===== src/rtl/mem_port_arbiter_if.sv =====
// Bus bundle between the pipeline/memory side and the unified memory port arbiter.
// The slave modport is the arbiter's view; master is the view of the pipeline and memory.
interface mem_port_arbiter_if;
    logic        if_req;
    logic [31:0] if_addr;
    logic        if_flush;
    logic        if_gnt;
    logic        if_valid;
    logic [31:0] if_rdata;
    logic        dm_req;
    logic        dm_we;
    logic [31:0] dm_addr;
    logic [31:0] dm_wdata;
    logic        dm_gnt;
    logic        dm_valid;
    logic [31:0] dm_rdata;
    logic        mem_en;
    logic        mem_we;
    logic [31:0] mem_addr;
    logic [31:0] mem_wdata;
    logic [31:0] mem_rdata;
    logic        stall_f;
    logic        stall_m;

    modport slave (
        input  if_req, if_addr, if_flush, dm_req, dm_we, dm_addr, dm_wdata, mem_rdata,
        output if_gnt, if_valid, if_rdata, dm_gnt, dm_valid, dm_rdata,
               mem_en, mem_we, mem_addr, mem_wdata, stall_f, stall_m
    );

    modport master (
        output if_req, if_addr, if_flush, dm_req, dm_we, dm_addr, dm_wdata, mem_rdata,
        input  if_gnt, if_valid, if_rdata, dm_gnt, dm_valid, dm_rdata,
               mem_en, mem_we, mem_addr, mem_wdata, stall_f, stall_m
    );
endinterface


===== src/rtl/mem_port_arbiter.sv =====
// Single-port unified memory arbiter between instruction fetch and load/store.
// One transaction outstanding at a time; data side wins unless fetch has been starved
// for STARVE_MAX consecutive data grants. A taken branch kills a pending or in-flight fetch.
module mem_port_arbiter #(
    parameter int MEM_LAT    = 2,
    parameter int STARVE_MAX = 4
) (
    input  logic               i_clk,
    input  logic               i_rst_n,
    mem_port_arbiter_if.slave  bus
);

    localparam logic [3:0] LAT_END    = 4'(MEM_LAT);
    localparam logic [3:0] STARVE_LIM = 4'(STARVE_MAX);

    typedef enum logic [1:0] {
        S_IDLE,
        S_RD_I,
        S_RD_D,
        S_WR_D
    } state_t;

    state_t      r_state;
    state_t      w_state_nxt;
    logic [3:0]  r_lat_cnt;
    logic [3:0]  w_lat_cnt_nxt;
    logic [3:0]  r_starve_cnt;
    logic [3:0]  w_starve_nxt;
    logic        r_kill;
    logic        w_kill_nxt;

    logic        w_if_ok;
    logic        w_if_gnt;
    logic        w_dm_gnt;
    logic        w_if_valid;
    logic        w_dm_valid;
    logic [31:0] w_if_rdata;
    logic [31:0] w_dm_rdata;
    logic        w_mem_en;
    logic        w_mem_we;
    logic [31:0] w_mem_addr;
    logic [31:0] w_mem_wdata;

    // A fetch that is being flushed this cycle is never eligible for a grant.
    assign w_if_ok = bus.if_req & ~bus.if_flush;

    // Next-state and output decode: arbitration in IDLE, latency tracking while busy.
    always_comb begin
        w_state_nxt   = r_state;
        w_lat_cnt_nxt = r_lat_cnt;
        w_kill_nxt    = r_kill;
        w_if_gnt      = 1'b0;
        w_dm_gnt      = 1'b0;
        w_if_valid    = 1'b0;
        w_dm_valid    = 1'b0;
        w_if_rdata    = '0;
        w_dm_rdata    = '0;
        w_mem_en      = 1'b0;
        w_mem_we      = 1'b0;
        w_mem_addr    = '0;
        w_mem_wdata   = '0;
        case (r_state)
            S_IDLE: begin
                if (bus.dm_req && !((r_starve_cnt == STARVE_LIM) && w_if_ok)) begin
                    w_dm_gnt      = 1'b1;
                    w_mem_en      = 1'b1;
                    w_mem_we      = bus.dm_we;
                    w_mem_addr    = bus.dm_addr;
                    w_mem_wdata   = bus.dm_wdata;
                    w_state_nxt   = bus.dm_we ? S_WR_D : S_RD_D;
                    w_lat_cnt_nxt = 4'd1;
                end else if (w_if_ok) begin
                    w_if_gnt      = 1'b1;
                    w_mem_en      = 1'b1;
                    w_mem_addr    = bus.if_addr;
                    w_state_nxt   = S_RD_I;
                    w_lat_cnt_nxt = 4'd1;
                    w_kill_nxt    = 1'b0;
                end
            end
            S_RD_I: begin
                if (r_lat_cnt == LAT_END) begin
                    w_state_nxt   = S_IDLE;
                    w_lat_cnt_nxt = 4'd0;
                    w_kill_nxt    = 1'b0;
                    if (!(r_kill || bus.if_flush)) begin
                        w_if_valid = 1'b1;
                        w_if_rdata = bus.mem_rdata;
                    end
                end else begin
                    w_lat_cnt_nxt = r_lat_cnt + 4'd1;
                    if (bus.if_flush) begin
                        w_kill_nxt = 1'b1;
                    end
                end
            end
            S_RD_D: begin
                if (r_lat_cnt == LAT_END) begin
                    w_state_nxt   = S_IDLE;
                    w_lat_cnt_nxt = 4'd0;
                    w_dm_valid    = 1'b1;
                    w_dm_rdata    = bus.mem_rdata;
                end else begin
                    w_lat_cnt_nxt = r_lat_cnt + 4'd1;
                end
            end
            S_WR_D: begin
                w_state_nxt   = S_IDLE;
                w_lat_cnt_nxt = 4'd0;
                w_dm_valid    = 1'b1;
            end
            default: begin
                w_state_nxt   = S_IDLE;
                w_lat_cnt_nxt = 4'd0;
            end
        endcase
    end

    // Starvation counter: counts data grants that jumped a waiting fetch, saturating at the limit.
    always_comb begin
        w_starve_nxt = r_starve_cnt;
        if (!bus.if_req || w_if_gnt) begin
            w_starve_nxt = 4'd0;
        end else if (w_dm_gnt && (r_starve_cnt < STARVE_LIM)) begin
            w_starve_nxt = r_starve_cnt + 4'd1;
        end
    end

    // State registers; reset abandons any in-flight read so its late data is ignored.
    always_ff @(posedge i_clk) begin
        if (!i_rst_n) begin
            r_state      <= S_IDLE;
            r_lat_cnt    <= 4'd0;
            r_starve_cnt <= 4'd0;
            r_kill       <= 1'b0;
        end else begin
            r_state      <= w_state_nxt;
            r_lat_cnt    <= w_lat_cnt_nxt;
            r_starve_cnt <= w_starve_nxt;
            r_kill       <= w_kill_nxt;
        end
    end

    // All outputs forced low while reset is held.
    assign bus.if_gnt    = i_rst_n & w_if_gnt;
    assign bus.dm_gnt    = i_rst_n & w_dm_gnt;
    assign bus.if_valid  = i_rst_n & w_if_valid;
    assign bus.dm_valid  = i_rst_n & w_dm_valid;
    assign bus.if_rdata  = i_rst_n ? w_if_rdata  : '0;
    assign bus.dm_rdata  = i_rst_n ? w_dm_rdata  : '0;
    assign bus.mem_en    = i_rst_n & w_mem_en;
    assign bus.mem_we    = i_rst_n & w_mem_we;
    assign bus.mem_addr  = i_rst_n ? w_mem_addr  : '0;
    assign bus.mem_wdata = i_rst_n ? w_mem_wdata : '0;
    assign bus.stall_f   = i_rst_n & bus.if_req & ~w_if_valid;
    assign bus.stall_m   = i_rst_n & bus.dm_req & ~w_dm_valid;

endmodule


===== src/flat_wrapper.sv =====
// flat-port wrapper written by rule: the top's interface ports become plain ports
module mem_port_arbiter_flat 
#(
    parameter int MEM_LAT    = 2,
    parameter int STARVE_MAX = 4
)
  (i_clk, i_rst_n, bus_if_req, bus_if_addr, bus_if_flush, bus_dm_req, bus_dm_we, bus_dm_addr, bus_dm_wdata, bus_mem_rdata, bus_if_gnt, bus_if_valid, bus_if_rdata, bus_dm_gnt, bus_dm_valid, bus_dm_rdata, bus_mem_en, bus_mem_we, bus_mem_addr, bus_mem_wdata, bus_stall_f, bus_stall_m);
  mem_port_arbiter_if bus_i ();
  input  logic i_clk;
  input  logic i_rst_n;
  input wire logic [$bits(bus_i.if_req)-1:0] bus_if_req;
  input wire logic [$bits(bus_i.if_addr)-1:0] bus_if_addr;
  input wire logic [$bits(bus_i.if_flush)-1:0] bus_if_flush;
  input wire logic [$bits(bus_i.dm_req)-1:0] bus_dm_req;
  input wire logic [$bits(bus_i.dm_we)-1:0] bus_dm_we;
  input wire logic [$bits(bus_i.dm_addr)-1:0] bus_dm_addr;
  input wire logic [$bits(bus_i.dm_wdata)-1:0] bus_dm_wdata;
  input wire logic [$bits(bus_i.mem_rdata)-1:0] bus_mem_rdata;
  output wire logic [$bits(bus_i.if_gnt)-1:0] bus_if_gnt;
  output wire logic [$bits(bus_i.if_valid)-1:0] bus_if_valid;
  output wire logic [$bits(bus_i.if_rdata)-1:0] bus_if_rdata;
  output wire logic [$bits(bus_i.dm_gnt)-1:0] bus_dm_gnt;
  output wire logic [$bits(bus_i.dm_valid)-1:0] bus_dm_valid;
  output wire logic [$bits(bus_i.dm_rdata)-1:0] bus_dm_rdata;
  output wire logic [$bits(bus_i.mem_en)-1:0] bus_mem_en;
  output wire logic [$bits(bus_i.mem_we)-1:0] bus_mem_we;
  output wire logic [$bits(bus_i.mem_addr)-1:0] bus_mem_addr;
  output wire logic [$bits(bus_i.mem_wdata)-1:0] bus_mem_wdata;
  output wire logic [$bits(bus_i.stall_f)-1:0] bus_stall_f;
  output wire logic [$bits(bus_i.stall_m)-1:0] bus_stall_m;
  assign bus_i.if_req = bus_if_req;
  assign bus_i.if_addr = bus_if_addr;
  assign bus_i.if_flush = bus_if_flush;
  assign bus_i.dm_req = bus_dm_req;
  assign bus_i.dm_we = bus_dm_we;
  assign bus_i.dm_addr = bus_dm_addr;
  assign bus_i.dm_wdata = bus_dm_wdata;
  assign bus_i.mem_rdata = bus_mem_rdata;
  assign bus_if_gnt = bus_i.if_gnt;
  assign bus_if_valid = bus_i.if_valid;
  assign bus_if_rdata = bus_i.if_rdata;
  assign bus_dm_gnt = bus_i.dm_gnt;
  assign bus_dm_valid = bus_i.dm_valid;
  assign bus_dm_rdata = bus_i.dm_rdata;
  assign bus_mem_en = bus_i.mem_en;
  assign bus_mem_we = bus_i.mem_we;
  assign bus_mem_addr = bus_i.mem_addr;
  assign bus_mem_wdata = bus_i.mem_wdata;
  assign bus_stall_f = bus_i.stall_f;
  assign bus_stall_m = bus_i.stall_m;
  mem_port_arbiter #(.MEM_LAT(MEM_LAT), .STARVE_MAX(STARVE_MAX)) u_core (.i_clk(i_clk), .i_rst_n(i_rst_n), .bus(bus_i));
endmodule

===== config.mk =====
export PLATFORM = sky130hd
export DESIGN_NAME = mem_port_arbiter_flat
export DESIGN_NICKNAME = d
export VERILOG_FILES = /design/src/rtl/mem_port_arbiter_if.sv /design/src/rtl/mem_port_arbiter.sv /design/src/flat_wrapper.sv
export SDC_FILE = /design/constraint.sdc
export NUM_CORES = 1
export LEC_CHECK = 0
export CORE_AREA = 2 2 106 108
export DETAILED_ROUTE_END_ITERATION = 10
export DIE_AREA = 0 0 108 110
export HOLD_SLACK_MARGIN = 0.06
export PLACE_DENSITY = 0.69
export SLEW_MARGIN = 20
export SYNTH_ARGS = -nofsm -noshare
export SYNTH_HDL_FRONTEND = slang
export SYNTH_SLANG_ARGS = --single-unit
export TNS_END_PERCENT = 1

===== constraint.sdc =====
create_clock -name i_clk -period 2.96 [get_ports i_clk]
set_input_delay 0.592 -clock i_clk [delete_from_list [all_inputs] [get_ports i_clk]]
set_output_delay 0.592 -clock i_clk [all_outputs]
set_load 0.02 [all_outputs]

* Word-level counts from Yosys, hierarchy flattened
Cells that the tools add are included.
Storage, ports and cells: bits of input ports 134, flip-flop bits (word level) 11, output and inout bits 136, logic and storage cells 87
Cells by class: magnitude comparators 1, multiplexer cells 42, reductions and logical operators 13, bitwise operators 15, add/subtract/negate cells 2, equal/unequal tests 10
Operators with widths (number):
- $mux 32 | 14
- $mux 1 | 18
- $mux 4 | 3
- $pmux 4 s3 | 1
- $and 1x1->1 | 11
- $add 4x1->4 const B | 2
- $mux 2 | 3
- $pmux 2 s3 | 1
- $eq 2x2->1 const B | 2
- $eq 4x2->1 const B | 1
- $eq 4x3->1 const B | 1
- $lt 4x3->1 const B | 1
- $ne 2x1->1 const B | 2
- $not 1->1 | 4
- $pmux 1 s2 | 2
- $reduce_and 4->1 | 1
- $reduce_or 2->1 | 2
- $logic_and 1x1->1 | 3
- $ne 3x1->1 const B | 1
- $ne 3x2->1 const B | 1
- $eq 2x1->1 const B | 1
- $logic_not 1->1 | 2
- $logic_not 2->1 | 1
- $logic_or 1x1->1 | 2
- 3 further kinds | 3

* Logic depth before layout (Yosys ltp)
Gate-level depths: netlist (run 1).
word-level depth 9, depth in mapped cells 8, gate-level depth less buffers 6

* Worst setup path before layout (run 1)
OpenSTA, ideal clock, no wires.
kind register -> output, start register u_core.r_lat_cnt[0], end output bus_if_rdata[10], data arrival time 1712 ps, cell stages (with the launch flop) 7, path buffers 1, data required time 2368 ps, path slack 656 ps, path through dfxtp_1 -> inv_1 -> ha_1 -> or3b_4 -> nor4b_4 -> buf_6 -> and3_1
Between the ends: longest elaborated chain between the ends 4
RTL lines:
- from (decl) | RTL line mem_port_arbiter.sv:25 | logic [3:0] r_lat_cnt;
- from (signal assigned) | RTL line mem_port_arbiter.sv:138 | r_lat_cnt <= w_lat_cnt_nxt;
- $eq 4x2->1 | RTL line mem_port_arbiter.sv:82 | if (r_lat_cnt == LAT_END) begin
- $mux 32 | RTL line mem_port_arbiter.sv:82
- $mux 32 | RTL line mem_port_arbiter.sv:62 | case (r_state)
- $mux 32 | RTL line mem_port_arbiter.sv:149 | assign bus.if_rdata = i_rst_n ? w_if_rdata : '0;
- to (decl) | RTL line flat_wrapper.sv:21 | output wire logic [$bits(bus_i.if_rdata)-1:0] bus_if_rdata;
No other way between the ends.

* Final worst setup path (run 1)
start input bus_if_req, end output bus_mem_addr[13]
Between the ends: longest elaborated chain between the ends 7, elaborated cells between the ends (all ways) 8, classes of those cells mux: 4; bitwise: 1; reduce/logical: 3
RTL lines:
- from (decl) | RTL line flat_wrapper.sv:11 | input wire logic [$bits(bus_i.if_req)-1:0] bus_if_req;
- $and 1x1->1 * | RTL line mem_port_arbiter.sv:45 | assign w_if_ok = bus.if_req & ~bus.if_flush;
- $logic_and 1x1->1 | RTL line mem_port_arbiter.sv:64 | if (bus.dm_req && !((r_starve_cnt == STARVE_LIM) && w_if_ok)) begin
- $logic_not 1->1 | RTL line mem_port_arbiter.sv:64
- $logic_and 1x1->1 | RTL line mem_port_arbiter.sv:64
- $mux 32 * | RTL line mem_port_arbiter.sv:64
- $mux 32 * | RTL line mem_port_arbiter.sv:62
- $mux 32 * | RTL line mem_port_arbiter.sv:153 | assign bus.mem_addr = i_rst_n ? w_mem_addr : '0;
- to (decl) | RTL line flat_wrapper.sv:27 | output wire logic [$bits(bus_i.mem_addr)-1:0] bus_mem_addr;
Every way passes the cells marked *; elsewhere a longest branch is shown, timed or not.

==> results of run 1 <==
final timing paths:
path | slack [ns] | endpoint | cells past startpoint | from
worst max-delay path | 0.07 | bus_mem_addr[13] | 7 | bus_if_req
worst min-delay path | 0.44 | u_core.r_starve_cnt[3] | 2 | u_core.r_starve_cnt[3]
worst max register to register | 1.21 | u_core.r_lat_cnt[3] | 6 | u_core.r_state[0]
worst min register to register | 0.44 | u_core.r_starve_cnt[3] | 2 | u_core.r_starve_cnt[3]
registers in the layout (all words and copies together) (netlist names):
register and count:
u_core.r_lat_cnt 4, u_core.r_starve_cnt 4, u_core.r_state 2, u_core.r_kill 1
timing repair:
item / CTS / global route
endpoints found under the setup margin: 100 / 120
gates resized for setup: 181 / 111
cloned: 3 / 0
pin swaps: 1 / 2
buffers inserted: 3 / 2
logic make-up (layout without fill, tap and decap cells):
group	after synthesis	after routing	synth area share, %
buffers and inverters	29	306	8.020
adders and majority gates	8	8	5.781
muxes	1	1	0.5781
DFF	11	11	12.72
AOI/OAI and AO/OA	49	49	23.05
and+or+nand+nor	139	139	49.35
xor gates and xnor gates	1	1	0.5059
synthesized netlist by cell type (all sizes together), types with 2 or more instances:
| master | number | area share, % |
|---|---|---|
| a21oi | 5 | 1.4 |
| ha | 8 | 5.8 |
| a22o | 32 | 16 |
| nor2 | 10 | 2.2 |
| and2 | 67 | 24 |
| clkbuf | 12 | 2.6 |
| dfxtp | 11 | 13 |
| nand3 | 3 | 0.87 |
| nor3b | 2 | 0.87 |
| inv | 8 | 1.7 |
| buf | 9 | 3.7 |
| o21ai | 4 | 1.2 |
| nor2b | 3 | 1.1 |
| and3 | 34 | 13 |
| nand2 | 11 | 2.4 |
layer usage:
layer | routed length, um | up-vias | part of all wire, %
met5 | 0 | - | 0
met4 | 125 | 0 | 1.2
met3 | 1168 | 10 | 11
met2 | 5906 | 170 | 55
met1 | 3635 | 1316 | 34
li1 | - | 1388 | -
power by group through the flow:
| stage | sequential (mW) | clock (mW) | combinational (mW) |
|---|---|---|---|
| global route | 0.190 | 0.165 | 1.09 |
| finish | 0.188 | 0.152 | 1.02 |
| floorplan | 0.191 | 0 | 0.477 |
| CTS | 0.188 | 0.161 | 1.05 |
| global placement | 0.190 | 0 | 1.00 |
| detailed placement | 0.191 | 0 | 1.02 |
through the flow:
step	hold WS [ns]	instance area, sq um
2_1_floorplan	0.4173	1732
3_3_place_gp	0.4261	4673
3_5_place_dp	0.4379	4673
4_1_cts	0.4445	4802
5_1_grt	0.4857	4617
6_report	0.4409	4617
worst max-delay path, cell delays in order:
cell	delay (ns)
clkdlybuf4s50_1	0.42
nor2b_4	0.15
a211oi_4	0.34
buf_4	0.19
buf_12	0.14
a22o_1	0.14
clkdlybuf4s15_1	0.30
final cells by class:
| cell class | count | area (sq um) | share of cell area [%] |
|---|---|---|---|
| clock buffers | 4 | 45.04 | 0.9756 |
| flip-flops and latches | 11 | 220.2 | 4.770 |
| inverters | 8 | 30.03 | 0.6504 |
| repair buffers | 294 | 2754 | 59.65 |
| well taps | 140 | 175.2 | 3.794 |
| multi-input cells | 198 | 1393 | 30.16 |
==> metrics.csv, run 1 <==
metric;value;unit
status;completed;
via count;2884;
most common cell after layout, fill and taps aside;clkdlybuf4s50_1;
Slew @ Worst Pin;0.4647;ns
Crit. End Element;output pin;
DR vias/cell;4.403;
Gate Count Post-Synth;238;
Sw Pwr;0.5675;mW
Remaining Overflow, GRT;0;
HP Class;reg2reg;
Finished Layout Cells;655;
first-pass GRT wire length;14900;um
clock skew;0.007710;ns
GRT met3 Usage;4.821;%
clk sinks;11;
share of cells above drive strength 1;20.19;%
vias in the first global route;2841;
syn_nets;380;
initial antenna violation count;0;
Synthesis Warnings;0;
Core Rows;38;
met2 Resource Use GR;33.96;%
P_leak;2.827;nW
Root Driver;clkbuf_8;
Slew headroom;68.78;%
routed wire length;10840;um
setup violators final;0;
top_reg_cell synth;dfxtp_1;
Final Net Count;658;
worst setup margin;0.06587;ns
maximum clock frequency;0.3455;GHz
Die ar.;0.01188;sq mm
Clock power frac;11.2;%
Starting Density;16.19;%
CTS tree;done;
Post-synth EDFFs;0;
CP Launch Type;primary input;
met1 Track Usage GR;14.98;%
combinational fraction of design power;75.0;%
antenna cells;0;
io pins;270;
max-slew violations;0;
DRT Pass-1 Iters;4;
gr busiest metal;met2;
First DRT Iteration DRCs;144;
Die W;108;um
largest net degree at the start of global routing;37;
Area Overhead vs Synth;166.6;%
Worst Path Arrival;2.30;ns
most frequent cells in the layout;134 x clkdlybuf4s50_1, 66 x and2_1, 44 x clkbuf_2;
Final Hold Fails;0;
post-synth cell types;37;
DP Cell Count;643;
clk slew on worst S/H paths;0.05;ns
Final Core Density;43.16;%
power per cell area;294.8;mW/mm^2
Max-Cap Viols;0;
setup_tns;0;ns
Routed WL per cell;16.54;um
Post-Place Worst Slack;-0.3093;ns
die height;110;um
Tot GR Track Use;16.03;%
number of synthesized register bits;11;
CTS Buf Count;3;
hold_buf cts;0;
detailed placement HPWL;8772;um
clk buf depth;2;
CP Class;in2out;
CP Max Fanout;17;
H-tree Lvls;1;
number of I/O port buffers;269;
crit path time final;2.894;ns
antenna viol nets, final;0;
Tot Pwr;1.361;mW
layout filler cell count;1114;
FFs w/ async S/R, synth;0;%
internal power;0.7938;mW
Avg Cell Area, Syn;7.276;sq um
Sequential Power Share;13.8;%
sequential area share after synthesis;12.72;%
DRC viols;0;
Switching Share;41.69;%
Placer Congestion;0.8219;
worst endpoint required time;2.37;ns
worst skew pair latency;0.24;ns
fin crit share;97.77;%
Placeable Area;0.01070;sq mm
Syn Std Cell Area;0.001732;sq mm
maximum VDD drop;0.0001422;V
No activity file was read; power rests on OpenSTA's default activity.
==> run 2, diff against run 1 <==
--- a/config.mk
+++ b/config.mk
@@ -6,6 +6,7 @@
 export NUM_CORES = 1
 export LEC_CHECK = 0
 export CORE_AREA = 2 2 106 108
+export CTS_CLUSTER_SIZE = 14
 export DETAILED_ROUTE_END_ITERATION = 10
 export DIE_AREA = 0 0 108 110
 export HOLD_SLACK_MARGIN = 0.06
==> results of run 2 <==
Same layout as run 1: the final DEF is identical, and so are final timing and power.
==> run 3, diff against run 2 <==
--- a/config.mk
+++ b/config.mk
@@ -5,6 +5,7 @@
 export SDC_FILE = /design/constraint.sdc
 export NUM_CORES = 1
 export LEC_CHECK = 0
+export ABC_CLOCK_PERIOD_IN_PS = 2960
 export CORE_AREA = 2 2 106 108
 export CTS_CLUSTER_SIZE = 14
 export DETAILED_ROUTE_END_ITERATION = 10
==> results of run 3 <==
Same layout as run 1: the final DEF is identical, and so are final timing and power.
